**src/rtl/matmul_result_streamer.sv**
```systemverilog
// -----------------------------------------------------------------------------
// matmul_result_streamer
// Downstream stage of the 3x3 matmul core. It captures one frame of N_ELEM
// result words, arriving row-major C00..C22. It then replays the frame as
// 2*N_ELEM bytes on a narrow output port, low byte first for each word. The
// pace of the output is set by an off-chip read-request pin: each rising edge
// of rd_req moves the output on by one byte.
//
// Ports
//   clk, rst_n   clock; asynchronous active-low reset
//   clear        synchronous abort: back to IDLE, pointers and frame_err cleared
//   in_valid     result word valid
//   in_data      result word
//   in_last      marks the final word of a frame
//   in_ready     a word is accepted when in_valid & in_ready (low only in DRAIN)
//   rd_req       asynchronous pin; each rising edge advances one byte in DRAIN
//   out_byte     current byte (0 in IDLE/FILL, 8'hFF in DONE)
//   out_valid    out_byte holds a frame byte
//   out_last     out_byte is the final byte of the frame
//   done         frame fully read out
//   frame_err    sticky framing error (in_last misplaced or missing)
// -----------------------------------------------------------------------------
module matmul_result_streamer #(
    parameter int DATA_W = 16,
    parameter int OUT_W  = 8,
    parameter int N_ELEM = 9
) (
    input  logic              clk,
    input  logic              rst_n,
    input  logic              clear,
    input  logic              in_valid,
    input  logic [DATA_W-1:0] in_data,
    input  logic              in_last,
    output logic              in_ready,
    input  logic              rd_req,
    output logic [OUT_W-1:0]  out_byte,
    output logic              out_valid,
    output logic              out_last,
    output logic              done,
    output logic              frame_err
);

    localparam int N_BYTES = 2 * N_ELEM;
    localparam int RD_W    = $clog2(N_BYTES);
    localparam int WR_W    = $clog2(N_ELEM);

    localparam logic [RD_W-1:0] RD_LAST = RD_W'(N_BYTES - 1);
    localparam logic [WR_W-1:0] WR_LAST = WR_W'(N_ELEM - 1);

    typedef enum logic [1:0] {
        ST_IDLE  = 2'd0,
        ST_FILL  = 2'd1,
        ST_DRAIN = 2'd2,
        ST_DONE  = 2'd3
    } state_t;

    state_t             state_r, state_s;
    logic [WR_W-1:0]    wr_ptr_r, wr_ptr_s;
    logic [RD_W-1:0]    rd_ptr_r, rd_ptr_s;
    logic               frame_err_r, frame_err_s;
    logic [DATA_W-1:0]  mem_r [N_ELEM];
    logic               wr_en_s;
    logic [WR_W-1:0]    wr_addr_s;
    logic               accept_s;
    logic               sync1_r, sync2_r, sync3_r;
    logic               rd_edge_s;
    logic [OUT_W-1:0]   out_byte_r, out_byte_s;
    logic               out_valid_r, out_valid_s;
    logic               out_last_r, out_last_s;
    logic               done_r, done_s;

    // Picks the high or low half of a result word.
    function automatic logic [OUT_W-1:0] sel_byte(input logic [DATA_W-1:0] word,
                                                  input logic              hi);
        return hi ? word[DATA_W-1:OUT_W] : word[OUT_W-1:0];
    endfunction

    assign in_ready  = (state_r != ST_DRAIN);
    assign accept_s  = in_valid & in_ready & ~clear;
    assign rd_edge_s = sync2_r & ~sync3_r;

    assign out_byte  = out_byte_r;
    assign out_valid = out_valid_r;
    assign out_last  = out_last_r;
    assign done      = done_r;
    assign frame_err = frame_err_r;

    // rd_req two-flop synchronizer plus history flop for rising-edge detection.
    always_ff @(posedge clk or negedge rst_n) begin
        if (!rst_n) begin
            sync1_r <= 1'b0;
            sync2_r <= 1'b0;
            sync3_r <= 1'b0;
        end else begin
            sync1_r <= rd_req;
            sync2_r <= sync1_r;
            sync3_r <= sync2_r;
        end
    end

    // Frame buffer; contents are don't-care after reset, so it has no reset.
    always_ff @(posedge clk) begin
        if (wr_en_s) begin
            mem_r[wr_addr_s] <= in_data;
        end
    end

    // State, pointer and registered-output update.
    always_ff @(posedge clk or negedge rst_n) begin
        if (!rst_n) begin
            state_r     <= ST_IDLE;
            wr_ptr_r    <= '0;
            rd_ptr_r    <= '0;
            frame_err_r <= 1'b0;
            out_byte_r  <= '0;
            out_valid_r <= 1'b0;
            out_last_r  <= 1'b0;
            done_r      <= 1'b0;
        end else begin
            state_r     <= state_s;
            wr_ptr_r    <= wr_ptr_s;
            rd_ptr_r    <= rd_ptr_s;
            frame_err_r <= frame_err_s;
            out_byte_r  <= out_byte_s;
            out_valid_r <= out_valid_s;
            out_last_r  <= out_last_s;
            done_r      <= done_s;
        end
    end

    // Next-state, pointer and buffer-write decode; clear overrides everything.
    always_comb begin
        state_s     = state_r;
        wr_ptr_s    = wr_ptr_r;
        rd_ptr_s    = rd_ptr_r;
        frame_err_s = frame_err_r;
        wr_en_s     = 1'b0;
        wr_addr_s   = (state_r == ST_FILL) ? wr_ptr_r : '0;
        if (clear) begin
            state_s     = ST_IDLE;
            wr_ptr_s    = '0;
            rd_ptr_s    = '0;
            frame_err_s = 1'b0;
        end else begin
            case (state_r)
                ST_IDLE, ST_DONE: begin
                    if (accept_s) begin
                        wr_en_s  = 1'b1;
                        rd_ptr_s = '0;
                        // A one-word "frame" is a framing error like any short frame.
                        if (in_last) begin
                            frame_err_s = 1'b1;
                            state_s     = ST_IDLE;
                            wr_ptr_s    = '0;
                        end else begin
                            state_s  = ST_FILL;
                            wr_ptr_s = WR_W'(1);
                        end
                    end else begin
                        state_s = state_r;
                    end
                end
                ST_FILL: begin
                    if (accept_s) begin
                        wr_en_s = 1'b1;
                        if (wr_ptr_r == WR_LAST) begin
                            // Final slot: drain even if in_last is missing.
                            state_s  = ST_DRAIN;
                            rd_ptr_s = '0;
                            if (!in_last) begin
                                frame_err_s = 1'b1;
                            end else begin
                                frame_err_s = frame_err_r;
                            end
                        end else if (in_last) begin
                            frame_err_s = 1'b1;
                            state_s     = ST_IDLE;
                            wr_ptr_s    = '0;
                        end else begin
                            wr_ptr_s = wr_ptr_r + WR_W'(1);
                        end
                    end else begin
                        state_s = state_r;
                    end
                end
                ST_DRAIN: begin
                    if (rd_edge_s) begin
                        if (rd_ptr_r == RD_LAST) begin
                            state_s = ST_DONE;
                        end else begin
                            rd_ptr_s = rd_ptr_r + RD_W'(1);
                        end
                    end else begin
                        state_s = state_r;
                    end
                end
                default: begin
                    state_s  = ST_IDLE;
                    wr_ptr_s = '0;
                    rd_ptr_s = '0;
                end
            endcase
        end
    end

    // Output decode from the next state so the outputs register with it.
    always_comb begin
        out_byte_s  = '0;
        out_valid_s = 1'b0;
        out_last_s  = 1'b0;
        done_s      = 1'b0;
        case (state_s)
            ST_IDLE, ST_FILL: begin
                out_byte_s = '0;
            end
            ST_DRAIN: begin
                out_byte_s  = sel_byte(mem_r[rd_ptr_s[RD_W-1:1]], rd_ptr_s[0]);
                out_valid_s = 1'b1;
                out_last_s  = (rd_ptr_s == RD_LAST);
            end
            ST_DONE: begin
                out_byte_s = {OUT_W{1'b1}};
                done_s     = 1'b1;
            end
            default: begin
                out_byte_s = '0;
            end
        endcase
    end

endmodule

```
**config.mk**
```make
export PLATFORM = sky130hd
export DESIGN_NAME = matmul_result_streamer
export DESIGN_NICKNAME = d
export VERILOG_FILES = /design/src/rtl/matmul_result_streamer.sv
export SDC_FILE = /design/constraint.sdc
export NUM_CORES = 1
export LEC_CHECK = 0
export ABC_CLOCK_PERIOD_IN_PS = 7500
export BUFFER_PORTS_ARGS = -buffer_cell sky130_fd_sc_hd__buf_4
export CORE_MARGIN = 8
export CORE_UTILIZATION = 34
export CTS_BUF_LIST = sky130_fd_sc_hd__clkbuf_16
export CTS_CLUSTER_SIZE = 40
export DETAILED_ROUTE_END_ITERATION = 6
export PLACE_DENSITY = 0.51
export REMOVE_ABC_BUFFERS = 1
export SKIP_LAST_GASP = 1
export SLEW_MARGIN = 20
export SYNTH_ARGS = -nofsm -noshare
export SYNTH_HDL_FRONTEND = slang
export SYNTH_SLANG_ARGS = --single-unit
```
**constraint.sdc**
```tcl
create_clock -name clk -period 7.5 [get_ports clk]
set_clock_uncertainty 0.2 [all_clocks]
set_input_delay 0.375 -clock clk [delete_from_list [all_inputs] [get_ports clk]]
set_output_delay 0.375 -clock clk [all_outputs]
set_load 0.01 [all_outputs]
```
* Yosys cells after proc, flatten, opt, wreduce, memory -nomap -nowiden
Memory sizes are Yosys's and may differ from the RTL's.
Cells that the tools add are included.
W data, S select, Z words.
** Cells by class
- Add/subtract/negate cells :: 2
- Equal/unequal tests :: 14
- Mux-type cells :: 41
- Bitwise gates (word level) :: 5
- Reductions and logical operators :: 8
** Operators with widths (number)
- $mux W5 :: 6
- $mux W4 :: 6
- $pmux W8 S3 :: 1
- $mux W1 :: 16
- $pmux W5 S3 :: 1
- $mux W2 :: 7
- $eq A5 B5 Y1 const B :: 2
- $ne A3 B3 Y1 const B :: 3
- $eq A2 B2 Y1 const B :: 4
- $mux W8 :: 1
- $pmux W4 S2 :: 1
- $reduce_and A4 Y1 :: 2
- $pmux W2 S3 :: 1
- $add A5 B1 Y5 const B :: 1
- $add A4 B1 Y4 const B :: 1
- $eq A2 B1 Y1 const B :: 2
- $eq A4 B4 Y1 const B :: 1
- $logic_not A2 Y1 :: 2
- $ne A4 B4 Y1 const B :: 1
- $reduce_or A2 Y1 :: 2
- $and A1 B1 Y1 :: 3
- $reduce_bool A3 Y1 :: 1
- $reduce_or A3 Y1 :: 1
- $ne A2 B2 Y1 const B :: 1
- other kinds (2) :: 3
** Storage, ports and cells
- Register bits after elaboration :: 26
- Memory bits (writable) :: 144
- Bits of input ports :: 22
- Output and inout port bits :: 13
- Word-level logic and storage cells :: 82
- Memories kept :: 1
** Memory list
- mem_r :: words 9, width 16, rd ports 1, clocked after Yosys merged registers in 0, wr ports 1, RTL line 61 : logic [DATA_W-1:0] mem_r [N_ELEM];

* Depth between registers and ports, before layout
- Depth in word-level cells :: 9
- Mapped depth :: 13
- Depth with buffers taken out :: 10

* Worst setup path before layout
OpenSTA, ideal clock, no wires.
- Path kind :: reg2reg
- From :: reg state_r[0]
- To :: reg out_byte_r[1], in the netlist out_byte[1]
- Library setup time :: 110 ps
- Arrival :: 2852 ps
- Path slack :: 4338 ps
- Cell stages (with the launch flop) :: 12
- Cell sequence :: dfrtp_1 inv_1 ha_1 or3b_1 buf_2 o221a_4 o31ai_4 inv_4 mux2i_1 mux4_2 nor2b_1 o41ai_1
** On the way
- Word-level cells in the longest chain between the ends :: 9
** RTL lines
- from (decl) :: RTL line 57 : state_t state_r, state_s;
- from (signal assigned) :: RTL line 120 : state_r <= state_s;
- $ne A2 B2 Y1 :: RTL line 78 : assign in_ready = (state_r != ST_DRAIN);
- $and A1 B1 Y1 (2 in a row) :: RTL line 79 : assign accept_s = in_valid & in_ready & ~clear;
- $mux W5, or another cell as far along :: RTL line 164 : if (accept_s) begin
- $pmux W5 S3 or $pmux W2 S3 (tied branches) :: RTL line 145 : case (state_r)
- $mux W5 or $mux W2 (tied branches) :: RTL line 139 : if (clear) begin
- $mem_v2 Z9 W16, or another cell as far along
- $mux W8 or $reduce_or A2 Y1 (tied branches) :: RTL line 75, 212
- $pmux W8 S3 (*) :: RTL line 212 : case (state_s)
- via out_byte_s[1] :: RTL line 67 : logic [OUT_W-1:0] out_byte_r, out_byte_s;
- to (signal assigned) :: RTL line 124 : out_byte_r <= out_byte_s;
- to (decl) :: RTL line 67
Mark *: on every way through the listed nets, which the timed path passes. The rest lies on a longest branch.
A chain may end at the register's enable or synchronous reset.

* Final worst setup path
Same ends and word-level chain as after synthesis.

==> Implementation_results.wiki <==
{| class="wikitable"
! Metric !! Value
|-
| Final antenna-violating net count || 0
|-
| Share of the synthesized area in the top cell type || 0.602
|-
| Remaining max-slew budget at the tightest pin || 0.353
|-
| Mapped Avg Cell Area || 14.3 sq um
|-
| Worst reg2reg endpoint || out_byte[1]
|-
| Warnings from Yosys || 0
|-
| Path class of the lowest-slack min-delay path || in2reg
|-
| Height of the die || 161 um
|-
| Arrival time reported for the critical path endpoint || 4.46 ns
|-
| Leading cell types by count after synthesis || 144 x sky130_fd_sc_hd__edfxtp_1, 59 x sky130_fd_sc_hd__nand2_1, 31 x sky130_fd_sc_hd__nor2_1
|-
| Outcome || finished clean
|-
| Area of the placeable core || 20,900 sq um
|-
| Clk sink count || 170
|-
| Cell type with the highest aggregate area in the netlist || sky130_fd_sc_hd__edfxtp_1
|-
| Number of buffers created by CTS || 17
|-
| Fraction of the core area covered by cells at the end of the flow || 0.409
|-
| Sum of routed wire length over all layers || 17,500 um
|-
| Cell with the most instances after synthesis || sky130_fd_sc_hd__edfxtp_1
|-
| Vias in the first global route || 4,519
|-
| Number of violations of the max-capacitance limit || 0
|-
| Detailed-route DRC error count || 0
|-
| DRC violation total after the first TritonRoute iteration || 312
|-
| Global-route wire length before repair || 27,000 um
|-
| Final cycle utilization of the critical path || 0.584
|-
| Total negative slack for setup checks || 0 ns
|-
| Global placement routability congestion || 0.824
|-
| Number of detailed-route iterations in the first pass || 5
|-
| Initial Utilization || 0.344
|-
| Vias after detailed routing || 4,462
|-
| FF-to-FF setup slack || 3.12 ns
|-
| Cell area after placement || 7770 sq um
|-
| Layout cell share with drive strength beyond 1 || 0.171
|-
| Root buffer cell || sky130_fd_sc_hd__clkbuf_16
|-
| F_max || 228 MHz
|-
| Asr flop ratio synth || 0.153
|-
| Total Die Area || 26,000 sq um
|-
| Layout net count || 589
|-
| Rows || 53
|-
| Area growth from synthesis to final layout || 18.8%
|-
| Final HPWL DP || 10,600 um
|-
| Number of failing setup endpoints in the final timing report || 0
|-
| Clock period minus worst slack || 4.38 ns
|-
| Distinct cell type count of the synthesized netlist || 65
|-
| Number of storage elements in the synthesis netlist || 170
|-
| Clock-pin slew of the registers on the worst-case setup and hold paths || 0.07 ns
|-
| Type of destination of the critical path || flop
|-
| Max-slew violations || 0
|-
| WS Path Type || reg2reg
|-
| Instance count along the most critical hold path || 1
|-
| Vias per std cell || 5.26
|-
| EDFF count, synth || 144
|-
| CTS HTree Levels || 4
|-
| Post-CTS setup-driven buffer insertion count || 0
|-
| GRT Total Usage || 0.138
|-
| Startpoint of the worst hold path || in_data[13]
|-
| Launch point of the worst reg-to-reg path || state_r[0]
|-
| Worst-path fanout max || 45
|-
| Cell area after synthesis || 7190 sq um
|-
| Number of ports placed on the die boundary || 35
|-
| CTS max path bufs || 2
|-
| Setup crit start kind || flop
|-
| X dimension of the die || 161 um
|-
| Overall power after layout || 1.97 mW
|-
| Leakage power summed over all cells || 2.88 nW
|-
| Most area-consuming cells after synthesis || sky130_fd_sc_hd__edfxtp_1 60%, sky130_fd_sc_hd__dfrtp_1 9.1%, sky130_fd_sc_hd__mux2i_1 4.0%
|-
| Synthesized instance count || 503
|-
| Total global routing overflow || 0
|-
| Area of all placed cells without fillers || 8530 sq um
|-
| TritonCTS clock tree || built
|-
| Count of endpoints failing hold in the final timing report || 0
|-
| DR WL/cell || 20.6 um
|-
| Power density of the placed cells || 231 nW/um^2
|-
| Insertion delay to the later sink of the worst-skew pair || 0.43 ns
|-
| Initial antenna violation count || 0
|-
| Worst-case hold path end point || mem_r[4][13]
|-
| Worst path required time || 7.58 ns
|-
| Port buffer count || 34
|-
| Top flip-flop cell by instance count after synthesis || sky130_fd_sc_hd__edfxtp_1
|-
| Least-Margin Pin Slew || 0.963 ns
|-
| Antenna fix cells || 0
|-
| Sequential-to-total area share from yosys stat || 0.692
|-
| RSZ-0062 raised after global routing || false
|-
| Total of fill cells in the finished design || 1,913
|-
| Peak supply drop || 106 uV
|-
| Largest net degree at the start of global routing || 46
|-
| Cells on worst reg2reg path || 11
|}
[how the worst max path moves through the flow]
stage / from / endpoint / slack (ns) / cells past startpoint
final: state_r[0] / out_byte[1] / 3.12 / 11
after global routing: state_r[0] / out_byte[1] / 2.93 / 11
after CTS: state_r[0] / out_byte[1] / 3.15 / 11
after detailed placement: state_r[0] / out_byte[1] / 3.19 / 11
after global placement: state_r[0] / out_byte[1] / 3.17 / 11
after floorplan: state_r[0] / out_byte[1] / 3.43 / 10
[sequential cells by signal, summed over array words and instances, names as in the netlist, 2 cells and up]
signal,count
mem_r,144
out_byte,8
rd_ptr_r,5
state_r,2
wr_ptr_r,4
[power breakdown]
group	total [mW]	internal (mW)	switching [mW]
logic	0.0627	0.0260	0.0368
registers	1.04	1.03	0.00354
clock network	0.869	0.497	0.372
[metal layers]
metal / GRT usage / wire (um) / up-vias
li1: - / - / 2063
met1: 0.182 / 8240 / 2289
met2: 0.220 / 8350 / 102
met3: 0.0339 / 777 / 8
met4: 0.0396 / 124 / 0
met5: 0 / 0 / -
[timing repair]
| action | 4_1_cts | 5_1_grt |
|---|---|---|
| hold buffers | 16 | 2 |
| endpoints found under the hold margin | 140 | 15 |
| gates resized for setup | 0 | 0 |
[critical path: stages, from the launching register on]
cell and delay [ns]:
sky130_fd_sc_hd__dfrtp_1 0.38, sky130_fd_sc_hd__inv_1 0.07, sky130_fd_sc_hd__ha_1 0.46, sky130_fd_sc_hd__nand3b_1 0.17, sky130_fd_sc_hd__nor2b_1 0.64, sky130_fd_sc_hd__o31ai_4 0.14, sky130_fd_sc_hd__buf_4 0.29, sky130_fd_sc_hd__inv_4 0.54
sky130_fd_sc_hd__mux2i_1 0.19, sky130_fd_sc_hd__mux4_2 0.48, sky130_fd_sc_hd__nor2b_1 0.14, sky130_fd_sc_hd__o41ai_1 0.48
[layout by cell type (no fill, tap or decap), types with 11 or more instances in the layout]
cell	synthesis	layout
sky130_fd_sc_hd__nand2_1	59	59
sky130_fd_sc_hd__a21oi_1	15	15
sky130_fd_sc_hd__o221ai_1	11	11
sky130_fd_sc_hd__dlygate4sd3_1	0	18
sky130_fd_sc_hd__o21ai_0	14	14
sky130_fd_sc_hd__edfxtp_1	144	144
sky130_fd_sc_hd__clkbuf_16	0	17
sky130_fd_sc_hd__nor2_1	31	29
sky130_fd_sc_hd__buf_4	2	45
sky130_fd_sc_hd__dfrtp_1	26	26
sky130_fd_sc_hd__mux2i_1	29	29
[cells by family after synthesis]
kind of cell,Yosys count,share of synthesized area
AND/OR/NAND/NOR,159,0.114
multiplexers,34,0.0561
adder cells (fa/ha/maj),7,0.0122
AO/OA/AOI/OAI,95,0.102
buffers and inverters,37,0.0228
flip-flops,170,0.692
XOR/XNOR,1,0.00122
[stage by stage]
stage	cells	setup slack [ns]	hold slack [ns]
finish	848	3.12	0.0202
global route	848	2.93	0.00207
CTS	846	3.15	0.00123
detailed placement	798	3.19	0.138
global placement	798	3.17	0.135
floorplan	478	3.43	-0.121
[cell type report]
class | instances | area, sq um | area share
timing repair buffer | 63 | 518 | 0.0607
clock buffer | 17 | 425 | 0.0498
tap | 275 | 344 | 0.0403
clock inverter | 15 | 163 | 0.0191
sequential | 170 | 4970 | 0.583
inverter | 12 | 47.5 | 0.00557
multi-input combinational | 296 | 2060 | 0.242
Power figures use the tool's default switching activity.
